## config.mk

```make
export PLATFORM = sky130hd
export DESIGN_NAME = telemetry_frame_rx
export DESIGN_NICKNAME = d
export VERILOG_FILES = /design/src/rtl/telemetry_frame_rx.sv
export SDC_FILE = /design/constraint.sdc
export NUM_CORES = 1
export LEC_CHECK = 0
export ABC_AREA = 1
export CORE_UTILIZATION = 58
export DETAILED_ROUTE_END_ITERATION = 6
export PLACE_DENSITY_LB_ADDON = 0.3
export SYNTH_ARGS = -nofsm -noshare
export SYNTH_HDL_FRONTEND = slang
export SYNTH_SLANG_ARGS = --single-unit
```

## constraint.sdc

```tcl
create_clock -name clk -period 4.7 [get_ports clk]
set_input_delay 0.94 -clock clk [delete_from_list [all_inputs] [get_ports clk]]
set_output_delay 0.94 -clock clk [all_outputs]
set_load 0.01 [all_outputs]
```

## src/rtl/telemetry_frame_rx.sv

```systemverilog
// Telemetry frame receiver: SYNC,TGT,X,Y,Z,T,CHK -> checked coordinate record.
// Latency 1 cycle from CHK accept to out_valid; in_ready drops while a record is held.
module telemetry_frame_rx #(
  parameter logic [7:0] SYNC    = 8'hA5,
  parameter int         MAX_TGT = 31
) (
  input  logic       clk,
  input  logic       rst,
  input  logic [7:0] in_data,
  input  logic       in_valid,
  output logic       in_ready,
  output logic [4:0] out_target,
  output logic [7:0] out_x,
  output logic [7:0] out_y,
  output logic [7:0] out_z,
  output logic [7:0] out_t,
  output logic       out_valid,
  input  logic       out_ready,
  output logic       err_chksum,
  output logic       err_target,
  output logic [7:0] frame_count
);

  localparam logic [7:0] MAX_B = 8'(MAX_TGT);

  typedef enum logic [2:0] {IDLE, TGT, X, Y, Z, T, CHK, HOLD} state_t;

  state_t     state;
  logic [7:0] xsum;
  logic [7:0] tgt_q, x_q, y_q, z_q, t_q;
  logic       acc;

  assign in_ready = ~rst & (state != HOLD);
  assign acc      = in_valid & in_ready;

  // Fields are staged in *_q and only copied to out_* once the checksum matches,
  // so a bad frame never disturbs the previously presented record.
  always_ff @(posedge clk) begin
    if (rst) begin
      state       <= IDLE;
      xsum        <= 8'h00;
      tgt_q       <= 8'h00;
      x_q         <= 8'h00;
      y_q         <= 8'h00;
      z_q         <= 8'h00;
      t_q         <= 8'h00;
      out_target  <= 5'd0;
      out_x       <= 8'h00;
      out_y       <= 8'h00;
      out_z       <= 8'h00;
      out_t       <= 8'h00;
      out_valid   <= 1'b0;
      err_chksum  <= 1'b0;
      err_target  <= 1'b0;
      frame_count <= 8'h00;
    end else begin
      err_chksum <= 1'b0;
      err_target <= 1'b0;
      case (state)
        IDLE: if (acc && in_data == SYNC) begin
          xsum  <= 8'h00;
          state <= TGT;
        end
        TGT: if (acc) begin
          if (in_data > MAX_B) begin
            err_target <= 1'b1;
            state      <= IDLE;
          end else begin
            tgt_q <= in_data;
            xsum  <= xsum ^ in_data;
            state <= X;
          end
        end
        X: if (acc) begin
          x_q   <= in_data;
          xsum  <= xsum ^ in_data;
          state <= Y;
        end
        Y: if (acc) begin
          y_q   <= in_data;
          xsum  <= xsum ^ in_data;
          state <= Z;
        end
        Z: if (acc) begin
          z_q   <= in_data;
          xsum  <= xsum ^ in_data;
          state <= T;
        end
        T: if (acc) begin
          t_q   <= in_data;
          xsum  <= xsum ^ in_data;
          state <= CHK;
        end
        CHK: if (acc) begin
          if (in_data == xsum) begin
            out_target <= tgt_q[4:0];
            out_x      <= x_q;
            out_y      <= y_q;
            out_z      <= z_q;
            out_t      <= t_q;
            out_valid  <= 1'b1;
            state      <= HOLD;
          end else begin
            err_chksum <= 1'b1;
            state      <= IDLE;
          end
        end
        HOLD: if (out_ready) begin
          out_valid   <= 1'b0;
          frame_count <= frame_count + 8'd1;
          state       <= IDLE;
        end
        default: state <= IDLE;
      endcase
    end
  end

endmodule

```

# ---- Yosys cells after proc, flatten, opt, wreduce, memory -nomap -nowiden
# Cells that the tools add are included.
dict set report classes {
  addsub 1
  bitwise_logic 8
  magnitude_cmp 1
  reduce_logical 17
  n_eq_ne 21
  mux 22
}
# op n
set ops {}
lappend ops {{8-bit 2-to-1 mux} 4}
lappend ops {{3-bit 2-to-1 mux} 9}
lappend ops {{3-bit one-hot mux with 8 select lines} 1}
lappend ops {{8-bit one-hot mux with 3 select lines} 1}
lappend ops {{2-bit inequality test (second input constant)} 10}
lappend ops {{3-bit == test (second input constant)} 4}
lappend ops {{2-bit AND reduction} 5}
lappend ops {{8-bit by 1-bit adder with 8-bit output (second input constant)} 1}
lappend ops {{8-bit == test} 1}
lappend ops {{8-bit == test (second input constant)} 1}
lappend ops {{8-bit by 5-bit greater-than comparator with 1-bit output (second input constant)} 1}
lappend ops {{8-bit AND reduction} 1}
lappend ops {{8-bit XOR} 1}
lappend ops {{3-bit by 2-bit == test with 1-bit output (second input constant)} 2}
lappend ops {{3-bit AND reduction} 2}
lappend ops {{3-bit OR reduction} 2}
lappend ops {{1-bit 2-to-1 mux} 5}
lappend ops {{1-bit NOT} 5}
lappend ops {{5-bit AND reduction} 1}
lappend ops {{4-bit AND reduction} 1}
lappend ops {{4-bit OR reduction} 1}
lappend ops {{3-bit by 1-bit == test with 1-bit output (second input constant)} 1}
lappend ops {{3-bit logical NOT} 1}
lappend ops {{3-bit inequality test (second input constant)} 1}
lappend ops {{7 further kinds} 8}
dict set report totals {
  output_inout_bits 49
  inputBits 12
  elab_cells 86
  register_bits 96
}

# ---- Longest topological paths before layout
dict set report depth {
  word_depth 6
  mapped_depth 11
}

# ---- Least setup slack after synthesis
# Ideal clock, no wire load.
dict set report synth_timing {
  path_type {input to output}
  startpoint {input port rst}
  endpoint {output port in_ready}
  t_required_ns 3.760
  stages 6
  arrival_time_ns 1.841
  slack_ns 1.919
  path_cell_list {buf_2 -> clkinv_2 -> clkbuf_1 -> clkbuf_1 -> nand2_1 -> inv_1}
}
dict set report synth_between {
  elab_chain_cells 2
}
# item line
set synth_rtl {}
lappend synth_rtl {{from (decl)} 8} ;# input logic rst,
lappend synth_rtl {{1-bit NOT} 33} ;# assign in_ready = ~rst & (state != HOLD);
lappend synth_rtl {{1-bit AND} 33}
lappend synth_rtl {{to (decl)} 11} ;# output logic in_ready,
# Every way passes these cells.

# ---- Final worst setup path
# Same ends and word-level chain as after synthesis.

==> results by group <==
Synthesis
  – Top cell type by total area after synthesis: dfxtp_1
  – Mapped Avg Cell Area: 6.83 µm²
  – Ys flop type: dfxtp_1
  – Number of synthesized register bits: 96
  – Synth top area share: 47.9%
  – Commonest cells post-synth: 148 x nor2_1, 137 x nand2_1, 96 x dfxtp_1, 62 x inv_1, 48 x a21oi_1
  – Synthesized instance count: 588
  – Most common cell in the netlist: nor2_1
  – Post-synth EDFFs: 0
  – Unique masters post-synth: 26
  – Synth warn: 0
  – Cell Area, Synth: roughly 0.0040 mm²
  – Main area contributors after synthesis: dfxtp_1 48%, nor2_1 14%, nand2_1 13%
  – Syn Nets: 601
  – Async set or reset register ratio after synthesis: 0%
  – Part of the Yosys area used for sequential elements: between 40% and 50%

Routing
  – DRT antenna net count: 0
  – TritonRoute pass-1 iters: 5
  – Residual DRC: 0
  – Routed wire length: 9.15 mm
  – Via/cell ratio: roughly 5.2
  – Via Count: around 3800
  – Initial DRC Count: about 250
  – Wirelength per Cell: 12.7 µm

Worst setup path
  – Critical Path Fanout Max: 27
  – Max stage delay cell, worst path: clkdlybuf4s50_1
  – Peak per-stage delay on the critical path: approximately 490 ps
  – Worst endpoint data arrival time: 2440 ps
  – Critical Path RT: between 3000 and 4000 ps
  – CP endpoint kind: output port
  – CP dominant cell by count: clkdlybuf4s50_1
  – CP startpoint kind: input port
  – Setup CP Type: in -> out
  – Crit-path cells: clkdlybuf4s50_1, buf_4, clkinv_2, nand2_1, inv_1, clkdlybuf4s50_1

Power and ir drop
  – Pleak: 2.29 nW
  – Peak VDD IR: 0.186 mV
  – Power per cell area: approximately 360 mW/mm²

Floorplan
  – Std-Cell Rows: 29
  – Initial core utilization: approximately three fifths
  – Core Area: roughly 0.0065 mm²
  – Ports: a little over 60
  – Die width: between 80 and 90 µm
  – Die Ht: roughly 85 µm
  – DIE AREA: slightly above 0.007 mm²

Clock network
  – Root buffer cell: clkbuf_8
  – Resized Gates After CTS: 0
  – Cts hold-fix bufs: 0
  – Clock tree buffer depth: 2
  – Clk sinks: between 90 and 100
  – Worst-Skew Late Latency: between 300 and 400 ps
  – CTS tree: yes
  – Post-CTS Setup Repair Bufs: 0
  – CTS H-tree depth: 3
  – Num CTS Buffers: 9
  – Clock transition at path regs: 90 ps

Place
  – Input/output buffers: 60
  – RePlAce Congestion: roughly 0.86
  – DP Wirelength: 6.03 mm

Timing
  – Fmax: a little under 300 MHz
  – Worst Skew: 10.7 ps
  – Slew Viols, Final: 0
  – RSZ-0062 raised after global routing: no
  – Slew margin rel.: 50.2%
  – Fin crit share: 72.0%
  – Worst Tran Pin Value: around 740 ps
  – Minimum clock period: 3380 ps
  – Final setup fails: 0
  – Final hold viol count: 0
  – Setup Total Neg Slack: 0 ps
  – Hold slack: between 400 and 500 ps

GRT
  – Initial antenna violation count: 0
  – Vias in the first global route: roughly 3400
  – Largest net degree at the start of global routing: 70
  – GR peak layer: met2
  – Met3 Use GR: under 10%
  – Gr usage total: between 20% and 30%
  – Met2 usage: between 40% and 50%
  – Global-route wire length before repair: 15.1 mm
  – Grt ovf: 0
  – Met1 Usage GRT: about 33%

Job
  – Total of max-cap violations: 0

Worst hold path
  – Min-Delay Path Class: reg -> reg

Status
  – Status: finished, final reports clean

Cells and area
  – Layout Nets: roughly 650
  – Diodes inserted: 0
  – Share of layout cells above drive strength 1: under 10%
  – Synth-to-Final Area Change: 20.1%
==> per-layer routing <==
metal	wire [µm]	vias up	part of all wire, %
met1	4130	1698	45
met5	0	-	0
met2	4260	152	47
met3	537	22	5.9
met4	215	0	2.4
li1	-	1902	-
==> power breakdown <==
part           switching, mW  internal, mW  total (mW)
Combinational          0.170        0.0736       0.244
Clock                  0.284         0.315       0.599
Sequential            0.0263         0.844       0.870
==> worst max-delay path, delay by kind of cell <==
kind,cells,cell delay [ps]
buf+inv,5,1390
simple gates,1,100
==> per-stage QoR <==
step | cell area (µm²) | setup WS [ps] | total power [mW] | utilization, % | instances
floorplan | 4020 | 1920 | 1.06 | - | 588
global placement | 4600 | 1280 | 1.12 | 70.5 | 704
detailed placement | 4600 | 1150 | 1.13 | 70.5 | 704
CTS | 4820 | 1310 | 1.71 | 73.9 | 719
global route | 4820 | 1240 | 1.78 | 73.9 | 719
finish | 4820 | 1320 | 1.71 | 73.9 | 719
==> state kept, by name (all words and copies together) (netlist names) <==
register     flops
frame_count      8
x_q              8
out_t            8
tgt_q            5
out_valid        1
err_target       1
out_x            8
t_q              8
xsum             8
z_q              8
out_z            8
y_q              8
err_chksum       1
out_target       5
state            3
out_y            8
==> cell families after synthesis <==
logic type / after synthesis / share of synthesized area (%)
adders and majority gates: 1 / 0.311
xor gates and xnor gates: 2 / 0.436
DFF: 96 / 47.9
and+or+nand+nor: 318 / 31.7
buffers and inverters: 95 / 10.0
AOI/OAI and AO/OA: 76 / 9.63
==> cells in the final DEF, fill, tap and decap left out, types with 2 or more instances in the layout <==
cell type        netlist  layout
xnor2_1                2       2
nand3_1               12      12
nor3_1                 3       3
nand4_1                9       9
inv_1                 62      62
nor2_2                 3       3
nand2_1              137     137
buf_4                  5       4
dfxtp_1               96      96
nor3_2                 2       2
o21ai_1                3       3
clkbuf_8               0      10
inv_2                  7       7
a21oi_1               48      48
bufinv_16              0       2
nor2_1               148     148
o21ai_0               23      23
clkdlybuf4s50_1        0      60
==> cell type report <==
type	count	area, µm²
inverter	70	264
multi-input combinational	397	1690
tap	77	96.3
fill	522	1710
clock inverter	4	77.6
sequential	96	1920
clock buffer	11	141
timing repair buffer	64	631
==> path summary, 6_finish.rpt <==
| kind | start | to | slack, ps | cells after the start |
|---|---|---|---|---|
| setup reg to reg | state[2] | out_z[2] | 2820 | 8 |
| hold reg to reg | x_q[6] | x_q[6] | 460 | 2 |
| hold / removal | x_q[6] | x_q[6] | 460 | 2 |
| setup / recovery | rst | in_ready | 1320 | 6 |
Note: power is estimated with default switching activity, not from simulation.
